--- src/rtl/if_id_stage.sv ---
// if_id_stage: fetch-side pipeline front end.
// Holds the PC register and the IF/ID pipeline register. It applies the
// hazard-unit controls (PC_EN_IF, reg_FD_EN, reg_FD_stall, reg_FD_flush) and
// the branch redirect resolved in ID. It also keeps saturating stall and flush
// counters for performance debug. All outputs come straight from flops.
module if_id_stage #(
    parameter logic [31:0] RESET_PC = 32'h0000_0000,
    parameter logic [31:0] NOP_INST = 32'h0000_0013,
    parameter int unsigned CNT_W    = 16
) (
    input  logic             clk,
    input  logic             rst_n,
    input  logic             PC_EN_IF,
    input  logic             reg_FD_EN,
    input  logic             reg_FD_stall,
    input  logic             reg_FD_flush,
    input  logic             Branch_taken,
    input  logic [31:0]      branch_target,
    input  logic [31:0]      inst_IF,
    output logic [31:0]      PC_IF,
    output logic [31:0]      PC_ID,
    output logic [31:0]      inst_ID,
    output logic             valid_ID,
    output logic [CNT_W-1:0] stall_cnt,
    output logic [CNT_W-1:0] flush_cnt
);

    // Action taken on the IF/ID register this cycle, in priority order.
    typedef enum logic [1:0] {
        FD_FREEZE,  // global enable low: everything holds, nothing counts
        FD_STALL,   // hold contents; a same-cycle flush is dropped
        FD_FLUSH,   // insert a bubble
        FD_LOAD     // capture the fetched instruction
    } fd_action_e;

    localparam logic [CNT_W-1:0] CNT_MAX = '1;
    localparam logic [CNT_W-1:0] CNT_ONE = {{(CNT_W-1){1'b0}}, 1'b1};

    fd_action_e  fd_action;
    logic        pc_adv;
    logic [31:0] pc_next;

    // Resolve the IF/ID action from the hazard controls.
    // NOTE: every variable written in always_comb gets a default first so no latch is inferred.
    always_comb begin
        fd_action = FD_LOAD;
        if (!reg_FD_EN) begin
            fd_action = FD_FREEZE;
        end else if (reg_FD_stall) begin
            fd_action = FD_STALL;
        end else if (reg_FD_flush) begin
            fd_action = FD_FLUSH;
        end
    end

    // Next fetch address: word-aligned redirect target or sequential advance.
    // Branch_taken only matters when the PC moves, because ID re-resolves a
    // held branch on the following cycle.
    always_comb begin
        pc_adv  = PC_EN_IF & reg_FD_EN;
        pc_next = PC_IF;
        if (pc_adv) begin
            if (Branch_taken) begin
                pc_next = branch_target & 32'hFFFF_FFFC;
            end else begin
                pc_next = PC_IF + 32'd4;  // modulo 2^32, so the top word wraps to 0
            end
        end
    end

    // PC register.
    // NOTE: sequential state uses non-blocking assignments so every flop samples pre-edge values.
    always_ff @(posedge clk or negedge rst_n) begin
        if (!rst_n) begin
            PC_IF <= RESET_PC;
        end else begin
            PC_IF <= pc_next;
        end
    end

    // IF/ID pipeline register; reset leaves a bubble in ID.
    always_ff @(posedge clk or negedge rst_n) begin
        if (!rst_n) begin
            PC_ID    <= 32'h0000_0000;
            inst_ID  <= NOP_INST;
            valid_ID <= 1'b0;
        end else begin
            unique case (fd_action)
                FD_FREEZE, FD_STALL: begin
                    PC_ID    <= PC_ID;
                    inst_ID  <= inst_ID;
                    valid_ID <= valid_ID;
                end
                FD_FLUSH: begin
                    PC_ID    <= PC_IF;
                    inst_ID  <= NOP_INST;
                    valid_ID <= 1'b0;
                end
                default: begin
                    PC_ID    <= PC_IF;
                    inst_ID  <= inst_IF;
                    valid_ID <= 1'b1;
                end
            endcase
        end
    end

    // Stall counter: counts applied stalls and sticks at its maximum.
    always_ff @(posedge clk or negedge rst_n) begin
        if (!rst_n) begin
            stall_cnt <= '0;
        end else if (fd_action == FD_STALL && stall_cnt != CNT_MAX) begin
            stall_cnt <= stall_cnt + CNT_ONE;
        end
    end

    // Flush counter: counts applied flushes and sticks at its maximum.
    always_ff @(posedge clk or negedge rst_n) begin
        if (!rst_n) begin
            flush_cnt <= '0;
        end else if (fd_action == FD_FLUSH && flush_cnt != CNT_MAX) begin
            flush_cnt <= flush_cnt + CNT_ONE;
        end
    end

endmodule

--- config.mk ---
export PLATFORM = sky130hd
export DESIGN_NAME = if_id_stage
export DESIGN_NICKNAME = d
export VERILOG_FILES = /design/src/rtl/if_id_stage.sv
export SDC_FILE = /design/constraint.sdc
export NUM_CORES = 1
export LEC_CHECK = 0
export CELL_PAD_IN_SITES_DETAIL_PLACEMENT = 0
export CELL_PAD_IN_SITES_GLOBAL_PLACEMENT = 2
export CORE_MARGIN = 2
export CORE_UTILIZATION = 38
export DETAILED_ROUTE_END_ITERATION = 16
export DONT_BUFFER_PORTS = 1
export GPL_TIMING_DRIVEN = 1
export PLACE_DENSITY_LB_ADDON = 0.1
export RECOVER_POWER = 50
export SLEW_MARGIN = 10
export SYNTH_ARGS = -nofsm -noshare
export SYNTH_HDL_FRONTEND = slang
export SYNTH_SLANG_ARGS = --single-unit
--- constraint.sdc ---
create_clock -name clk -period 2.5 [get_ports clk]
set_input_delay 0.25 -clock clk [delete_from_list [all_inputs] [get_ports clk]]
set_output_delay 0.25 -clock clk [all_outputs]
set_load 0.1 [all_outputs]
==> results of run 1 <==
[cell type report]
cell class                 instances  area, sq um
multi-input combinational        429         2610
inverter                           5         18.8
clock inverter                     8         92.6
clock buffer                      24          472
fill                            1423         7740
tap                              188          235
timing repair buffer             108          880
sequential                       125         3150
antenna                            1         2.50
[cells in the mapped netlist, types with 2 or more instances]
master     count  area [sq um]
nand3_1       20           100
a211oi_1       7          52.6
a2bb2oi_1      2          17.5
o22ai_1        7          43.8
a21oi_1       29           145
a21o_1         2          15.0
a31o_1         3          26.3
dfstp_2        3          78.8
dfrtp_1      122          3050
clkbuf_1      31           116
a311oi_1       4          35.0
or3_1          6          37.5
buf_4          4          30.0
inv_1          4          15.0
o21ai_0       56           280
or2_1          2          12.5
and4_1         2          17.5
and3_1        10          62.6
a22oi_1        2          15.0
xor2_1        10          87.6
xnor2_1       19           166
and2_1         3          18.8
o41ai_1        2          17.5
o21ai_1        4          20.0
mux2_2        28           315
nand2b_1      31           194
mux2i_1        3          30.0
ha_1           3          37.5
or4_1          4          30.0
nand4_1       19           119
a31oi_1        3          18.8
nor3_1        16          80.1
nor4_1         5          31.3
nand2_1       77           289
nor2_1        27           101
[path summary, 6_finish.rpt]
kind,start,end
setup / recovery,PC_IF[10]$_DFFE_PN0P_,PC_IF[13]$_DFFE_PN0P_
hold / removal,rst_n,flush_cnt[15]$_DFFE_PN0P_
setup reg to reg,PC_IF[10]$_DFFE_PN0P_,PC_IF[13]$_DFFE_PN0P_
hold reg to reg,PC_ID[6]$_DFFE_PN0N_,PC_ID[6]$_DFFE_PN0N_
max in group asynchronous,rst_n,inst_ID[4]$_DFFE_PN1N_
min in group clk,inst_IF[27],inst_ID[27]$_DFFE_PN0N_
[state kept, by name (all words and copies together), names as in the netlist]
name	count
inst_ID	32
PC_ID	30
PC_IF	30
flush_cnt	16
stall_cnt	16
valid_ID	1
[per-layer routing]
metal | vias to the layer above | routed length (um) | part of all wire (%)
met1 | 2331 | 7360 | 44
met5 | - | 0 | 0
met2 | 149 | 7900 | 48
met3 | 13 | 1160 | 7.0
li1 | 2295 | - | -
met4 | 0 | 189 | 1.1
[power by group through the flow]
| stage | Combinational [mW] | Sequential [mW] | Clock, mW |
|---|---|---|---|
| floorplan | 0.519 | 5.10 | 0 |
| global placement | 2.23 | 3.85 | 0 |
| detailed placement | 2.26 | 3.87 | 0 |
| CTS | 2.31 | 3.83 | 2.45 |
| global route | 2.41 | 3.88 | 2.54 |
| finish | 2.29 | 3.83 | 2.37 |
[critical path, delay by kind of cell, from the launching register on]
| family | cells | cell delay [ns] |
|---|---|---|
| and+or+nand+nor | 2 | 0.84 |
| DFF | 1 | 0.42 |
| buffers and inverters | 1 | 0.56 |
| AOI/OAI and AO/OA | 3 | 0.43 |
[metrics by stage]
step	setup TNS, ns	std cells
6_report	0	888
5_1_grt	0	887
4_1_cts	0	887
3_5_place_dp	0	820
3_3_place_gp	0	820
2_1_floorplan	-0.00841	596
[cell families (layout without fill, tap and decap cells)]
logic type      Yosys count  count (layout)
simple gates            231             231
flops                   125             125
xor+xnor                 29              29
compound gates          130             130
fa+ha+maj                 3               3
buf+inv                  42             145
other cells               1               5
mux                      32              32
==> metrics.yaml, run 1 <==
outcome: "complete, but fails checks"
violations: "negative hold slack, max-capacitance violations, max-slew violations"
maxSlewViolCount: 82
grt_use_met3_pct: 7.32
cts_hold_buf: 35
p_leak_nw: 3.22
required_ns: 2.85
htree_levels: 4
r2r_cells: 6
peakVddDrop_mv: 0.663
design_area_sq_um: 7460
yosysWarnings: 0
path_cells: "nand2_1 > or4_1 > o21ai_1 > o41ai_1 > a31oi_1 > dlygate4sd3_1"
fmax_mhz: 432
core_area_sq_um: 15200
clkSlewWorstSetupHoldPaths_ns: 0.05
post_dp_cell_area_sq_um: 6570
synth_top_family_by_area: "simple AND/OR/NAND/NOR gates"
final_cell_mix: "dfrtp_1 (104), nand2_1 (77), buf_4 (68)"
grt_max_degree: 126
die_h_um: 129
cts_buffers: 17
netlist_instances: 593
cp-end-kind: "flop"
yosysUniqueCellTypes: 58
dieArea_sq_um: 16500
io_pins: 200
cpPeakStageDelay_ns: 0.71
start_kind: "flop"
antenna_found_initial: 2
drtAntennaViolNets: 0
syn_area_sq_um: 5900
routabilityCongestion: 0.799
synth_flop_cell: "dfrtp_1"
grt_usage_pct: 20.5
gr-max-usage-layer: "met2"
drive_gt1_share_pct: 21.3
routed_wl_mm: 16.6
fin_nets: 760
firstDrtPassIters: 4
worstPathArrival_ns: 2.66
worst_slack_ns: 0.183
port_buffers: 0
reg2reg_slack_ns: 0.18
power_density_nw_per_um2: 1140
synthArstFlopShare_pct: 100
hold_class: "in -> async"
cap_violations: 1
synth_fa_ha_area_share_pct: 0.636
grt_pass1_vias: 4959
hold_viol: 125
worstSetupPathType: "reg -> reg"
postCtsSetupBuffers: 0
p_sw_share_pct: 48.4
finClkSkew_ns: 0.00701
drt_iter0_markers: 290
period_minus_slack_ns: 2.32
setup_violations: 0
post-route-util_pct: 49.1
clock_path_buffers: 2
path_max_fanout: 7
worst_pin_slew_ns: 1.57
synth_mux_area_share_pct: 6.11
grt_use_met1_pct: 26.0
syn_to_final_growth_pct: 26.5
hold-worst-slack_ns: -0.470
power.total_mw: 8.49
overflow: 0
synth_edf_count: 0
grt_pass1_wl_mm: 26.1
slew_headroom_pct: -4.63
synth.avg_cell_area_sq_um: 9.95
clock_latency_ns: 0.41
final_common_cell: "dfrtp_1"
internal_power_mw: 4.38
start_util_pct: 38.8
wl_per_cell_um: 18.7
ctsResizeCount: 0
cts_tree: "done"
sequentialPowerShare_pct: 45.1
cts_num_sinks: 125
synth_compound_area_share_pct: 13.0
vias: 4788
period_share_pct: 92.7
power.clock.fraction_pct: 27.9
dpl.hpwl_mm: 11.3
synth_xor_area_share_pct: 4.31
die_w_um: 129
vias_per_cell: 5.39
ys_seq_area_share_pct: 53.1
rsz0062_at_grt: "false"
synthSimpleGateAreaFrac_pct: 19.9
ys_seq_elements: 125
route.detailed.drc: 0
netSwitchingPower_mw: 4.10
crit_slowest_cell: "or4_1"
power_frac_comb_pct: 27.0
grt_use_met2_pct: 32.7
num_rows: 45
pre_cts_slack_ns: 0.405
root_buffer: "clkbuf_16"
(Power assumes the default switching activity.)
==> run 2, diff against run 1 <==
--- a/config.mk
+++ b/config.mk
@@ -7,7 +7,6 @@
 export LEC_CHECK = 0
 export CELL_PAD_IN_SITES_DETAIL_PLACEMENT = 0
 export CELL_PAD_IN_SITES_GLOBAL_PLACEMENT = 2
-export CORE_MARGIN = 2
 export CORE_UTILIZATION = 38
 export DETAILED_ROUTE_END_ITERATION = 16
 export DONT_BUFFER_PORTS = 1
==> run 2 against run 1 <==
  * Total power increased by 4.2%
  * First-iteration DRC count is 31% lower
  * Largest power group unchanged
  * Utilization increased by 0.53 points
  * Final cell count fell by 0.11%
  * Clock power is 16% higher
  * Fmax rose by 3.0%
  * The run still ends with negative hold slack, max-capacitance violations, max-slew violations left
  * Via count grew 2.5%
  * Sequential cell count is the same
  * Highest routed layer unchanged
  * Critical path type unchanged
  * Critical path depth fell by 1
==> metrics.yaml, run 2 (synthesis results as in run 1) <==
outcome: "complete, but fails checks"
violations: "negative hold slack, max-capacitance violations, max-slew violations"
path_cells: "nand3_1 > or4_4 > o41ai_1 > a31oi_1 > dlygate4sd3_1"
htree_levels: 4
drtAntennaViolNets: 0
cts_tree: "done"
period_share_pct: 90.0
clock_latency_ns: 0.41
slew_headroom_pct: -9.50
root_buffer: "clkbuf_16"
cts_num_sinks: 125
cp-end-kind: "flop"
required_ns: 2.79
clkSlewWorstSetupHoldPaths_ns: 0.06
cpPeakStageDelay_ns: 0.60
gr-max-usage-layer: "met2"
num_rows: 45
die_w_um: 127
crit_path_end: "PC_IF[13]$_DFFE_PN0P_"
die_h_um: 127
reg2reg_slack_ns: 0.25
clock_path_buffers: 2
p_sw_share_pct: 47.2
power.clock.fraction_pct: 31.0
rsz0062_at_grt: "false"
post-route-util_pct: 49.6
internal_power_mw: 4.67
fin_cells: 887
maxSlewViolCount: 85
r2r_cells: 5
start_util_pct: 38.8
hold_viol: 125
grt_max_degree: 126
peakVddDrop_mv: 0.840
dpl.hpwl_mm: 11.1
final_cell_mix: "dfrtp_1 (104), nand2_1 (77), buf_4 (69)"
final_common_cell: "dfrtp_1"
grt_pass1_vias: 4726
syn_to_final_growth_pct: 27.9
grt_pass1_wl_mm: 26.0
grt_use_met1_pct: 27.6
overflow: 0
routabilityCongestion: 0.778
crit_slowest_cell: "dlygate4sd3_1"
hold_class: "in -> async"
vias_per_cell: 5.53
power_density_nw_per_um2: 1170
cts_hold_buf: 33
fmax_mhz: 444
port_buffers: 0
top_register: "inst_ID"
largest_register_ffs: 32
fin_nets: 759
vias: 4907
cts_buffers: 17
power_frac_comb_pct: 25.9
fillers: 1421
grt_use_met3_pct: 7.25
route.detailed.drc: 0
worstSetupPathType: "reg -> reg"
period_minus_slack_ns: 2.25
hold-worst-slack_ns: -0.467
grt_use_met2_pct: 32.4
worst_pin_slew_ns: 1.64
drt_iter0_markers: 201
firstDrtPassIters: 4
grt_usage_pct: 21.0
p_leak_nw: 3.25
worstPathArrival_ns: 2.54
startpoint: "PC_IF[2]$_DFFE_PN0P_"
finClkSkew_ns: 0.00499
routed_wl_mm: 16.4
antenna_found_initial: 1
start_kind: "flop"
r2r_end: "PC_IF[13]$_DFFE_PN0P_"
io_pins: 200
timing.rr.start: "PC_IF[2]$_DFFE_PN0P_"
sequentialPowerShare_pct: 43.2
core_area_sq_um: 15200
wl_per_cell_um: 18.5
path_max_fanout: 7
netSwitchingPower_mw: 4.18
dieArea_sq_um: 16000
cap_violations: 1
reg_top3: "inst_ID (32), PC_ID (30), PC_IF (30)"
place_inst: 821
drive_gt1_share_pct: 22.2
setup_violations: 0
run 2: cell types whose count changed in the layout (fill, tap and decap cells not counted):
cell,previous run,this run
buf_4,68,69
bufinv_16,2,5
clkbuf_1,10,5
clkbuf_8,2,1
clkinv_2,5,3
clkinv_4,0,2
clkinvlp_4,1,2
dfstp_1,2,3
dfstp_2,1,0
dlygate4sd3_1,35,33
inv_6,0,2
or4_1,4,3
or4_4,0,1
run 2: cell type report:
cell class                      instances  area (sq um)  share of cell area, %
Timing Repair Buffer                  107           867                   11.5
Clock buffer                           18           439                   5.82
Antenna cell                            1          2.50                 0.0332
Multi-Input combinational cell        429          2610                   34.6
Tap cell                              188           235                   3.12
Inverter                                5          18.8                  0.249
Sequential cell                       125          3150                   41.8
Clock inverter                         14           215                   2.85
run 2: metrics by stage:
stage	power [mW]	instance area [sq um]	hold slack (ns)	setup TNS, ns	setup WS [ns]
after global placement	6.08	6580	-0.0425	0	0.413
after CTS	8.92	7560	-0.485	0	0.187
after global routing	9.14	7540	-0.486	0	0.131
after detailed placement	6.11	6580	-0.0421	0	0.396
after floorplan	5.62	5930	-0.0456	-0.00841	-0.00841
final	8.85	7540	-0.467	0	0.250
run 2: per-layer routing:
metal	up-vias	share of wire, %
li1	2302	-
met1	2424	45
met2	166	47
met3	15	7.7
met4	0	1.2
met5	-	0
run 2: how the worst min path moves through the flow:
stage	endpoint	slack (ns)	cells past startpoint
6_report	flush_cnt[13]$_DFFE_PN0P_	-0.47	0
5_1_grt	PC_ID[23]$_DFFE_PN0N_	-0.49	0
4_1_cts	inst_ID[13]$_DFFE_PN0N_	-0.48	0
3_5_place_dp	flush_cnt[13]$_DFFE_PN0P_	-0.04	0
3_3_place_gp	flush_cnt[15]$_DFFE_PN0P_	-0.04	0
2_1_floorplan	PC_ID[10]$_DFFE_PN0N_	-0.05	0
run 2: what timing repair did:
item	in CTS	in global routing
setup endpoints to repair	0	1
hold endpoints to repair	157	125
gates resized for setup	0	1
buffers inserted	0	0
run 2: power groups by stage:
stage	Clock, mW	Sequential (mW)	Combinational, mW
2_1_floorplan	0	5.10	0.519
3_3_place_gp	0	3.85	2.23
3_5_place_dp	0	3.86	2.25
4_1_cts	2.79	3.82	2.30
5_1_grt	2.87	3.86	2.40
6_report	2.74	3.82	2.29
run 2: critical path, delay by kind of cell (launching register included):
kind | cells | cell delay [ns]
simple gates | 2 | 0.78
buf+inv | 1 | 0.60
flops | 1 | 0.41
compound gates | 2 | 0.35
==> run 3, diff against run 2 <==
==> constraint.sdc (replaced) <==
create_clock -name clk -period 2.5 [get_ports clk]
set_input_delay 0.25 -clock clk [delete_from_list [all_inputs] [get_ports clk]]
set_output_delay 0.25 -clock clk [all_outputs]
set_load 0.02 [all_outputs]
==> run 3 against run 2 <==
  * Total power fell by 28%
  * Critical path depth rose by 2
  * Die area did not move
  * Sequential cell count did not move
  * The run ends with negative hold slack left
==> metrics.yaml, run 3 (synthesis results as in run 1) <==
outcome: "complete, but fails checks"
violations: "negative hold slack"
grt_max_degree: 126
cpPeakStageDelay_ns: 0.59
clkSlewWorstSetupHoldPaths_ns: 0.06
vias_per_cell: 5.52
drt_iter0_markers: 352
routabilityCongestion: 0.786
final.setup.tns_ns: 0
hold-worst-slack_ns: -0.474
setup_violations: 0
worst_pin_slew_ns: 1.38
antenna_cells: 0
required_ns: 2.81
drtAntennaViolNets: 0
fin_cells: 850
cts_num_sinks: 125
r2r_cells: 7
startpoint: "PC_IF[3]$_DFFE_PN0P_"
final_cell_mix: "dfrtp_1 (118), nand2_1 (77), o21ai_0 (56)"
worstSetupPathType: "reg -> reg"
hold_class: "in -> async"
reg2reg_slack_ns: 0.13
maxSlewViolCount: 0
p_leak_nw: 3.05
post_dp_cell_area_sq_um: 6250
slew_headroom_pct: 8.08
cp-end-kind: "flop"
crit_slowest_cell: "dlygate4sd3_1"
start_kind: "flop"
die_w_um: 127
rsz0062_at_grt: "false"
start_util_pct: 38.8
root_buffer: "clkbuf_16"
dpl.hpwl_mm: 10.7
port_buffers: 0
route.detailed.drc: 0
grt_use_met3_pct: 8.94
grt_usage_pct: 20.9
critical_path.most_common_cell: "buf_4"
largest_register_ffs: 32
hold_viol: 125
worstPathArrival_ns: 2.68
crit_path_end: "PC_IF[13]$_DFFE_PN0P_"
die_h_um: 127
num_rows: 45
cap_violations: 0
postCtsSetupBuffers: 0
fmax_mhz: 422
finClkSkew_ns: 0.0175
path_buf_inv: 3
core_area_sq_um: 15200
place_inst: 780
post-route-util_pct: 47.5
power_density_nw_per_um2: 885
peakVddDrop_mv: 0.532
antenna_found_initial: 0
period_share_pct: 94.8
clock_path_buffers: 2
grt_use_met1_pct: 26.3
period_minus_slack_ns: 2.37
top_register: "inst_ID"
io_pins: 200
clock_latency_ns: 0.43
fin_nets: 723
htree_levels: 4
grt_pass1_wl_mm: 25.7
r2r_end: "PC_IF[13]$_DFFE_PN0P_"
final_common_cell: "dfrtp_1"
cts_tree: "done"
overflow: 0
syn_to_final_growth_pct: 22.4
reg_top3: "inst_ID (32), PC_ID (30), PC_IF (30)"
critPathTopFamily: "buffers and inverters"
design_area_sq_um: 7220
gr-max-usage-layer: "met2"
grt_pass1_vias: 4675
routed_wl_mm: 16.1
vias: 4691
grt_use_met2_pct: 32.5
path_max_fanout: 6
path_cells: "nand3_2 > buf_4 > or4_1 > buf_4 > o41ai_1 > a31oi_1 > dlygate4sd3_1"
cp_num_cells: 7
timing.rr.start: "PC_IF[3]$_DFFE_PN0P_"
wl_per_cell_um: 19.0
cts_buffers: 17
dieArea_sq_um: 16000
drive_gt1_share_pct: 15.4
firstDrtPassIters: 4
run 3: changes by cell type in the layout (fill, tap and decap cells not counted), moves of 2 or more:
cell	before	now
dfrtp_1	104	118
dfrtp_2	18	4
dfstp_2	0	3
dfstp_1	3	0
bufinv_16	5	3
dlygate4sd3_1	33	38
buf_4	69	30
run 3: cell type report:
| type | instances | area [sq um] |
|---|---|---|
| fillers | 1411 | 7980 |
| clock inverters | 10 | 138 |
| repair buffers | 71 | 617 |
| flip-flops and latches | 125 | 3140 |
| well taps | 188 | 235 |
| multi-input cells | 429 | 2610 |
| inverters | 5 | 18.8 |
| clock buffers | 22 | 464 |
run 3: repair_timing:
item / CTS / global route
setup endpoints to repair: 0 / 1
hold buffers: 37 / 1
resized for setup: 0 / 5
hold endpoints to repair: 160 / 126
run 3: layer usage:
metal / vias to the layer above / wire (um) / share of wire (%)
met3: 10 / 1420 / 8.8
met4: 0 / 110 / 0.68
met5: - / 0 / 0
met1: 2296 / 6970 / 43
li1: 2221 / - / -
met2: 164 / 7620 / 47
run 3: how the worst min path moves through the flow:
| stage | end | slack (ns) | cells past startpoint |
|---|---|---|---|
| after floorplan | PC_ID[10]$_DFFE_PN0N_ | -0.05 | 0 |
| after global placement | flush_cnt[14]$_DFFE_PN0P_ | -0.04 | 0 |
| after detailed placement | flush_cnt[14]$_DFFE_PN0P_ | -0.04 | 0 |
| after CTS | flush_cnt[14]$_DFFE_PN0P_ | -0.49 | 0 |
| after global routing | PC_IF[19]$_DFFE_PN0P_ | -0.50 | 0 |
| final | flush_cnt[14]$_DFFE_PN0P_ | -0.47 | 0 |
run 3: power by group:
group          internal, mW  switching [mW]
Clock                  1.62           0.906
Sequential             2.36           0.685
Combinational         0.388           0.429
run 3: metrics by stage:
step / hold WS [ns] / setup WS [ns] / total power, mW
2_1_floorplan: -0.0456 / 0.377 / 3.56
3_3_place_gp: -0.0431 / 0.299 / 3.83
3_5_place_dp: -0.0430 / 0.275 / 3.86
4_1_cts: -0.490 / 0.0226 / 6.47
5_1_grt: -0.501 / 0.0141 / 6.71
6_report: -0.474 / 0.131 / 6.39
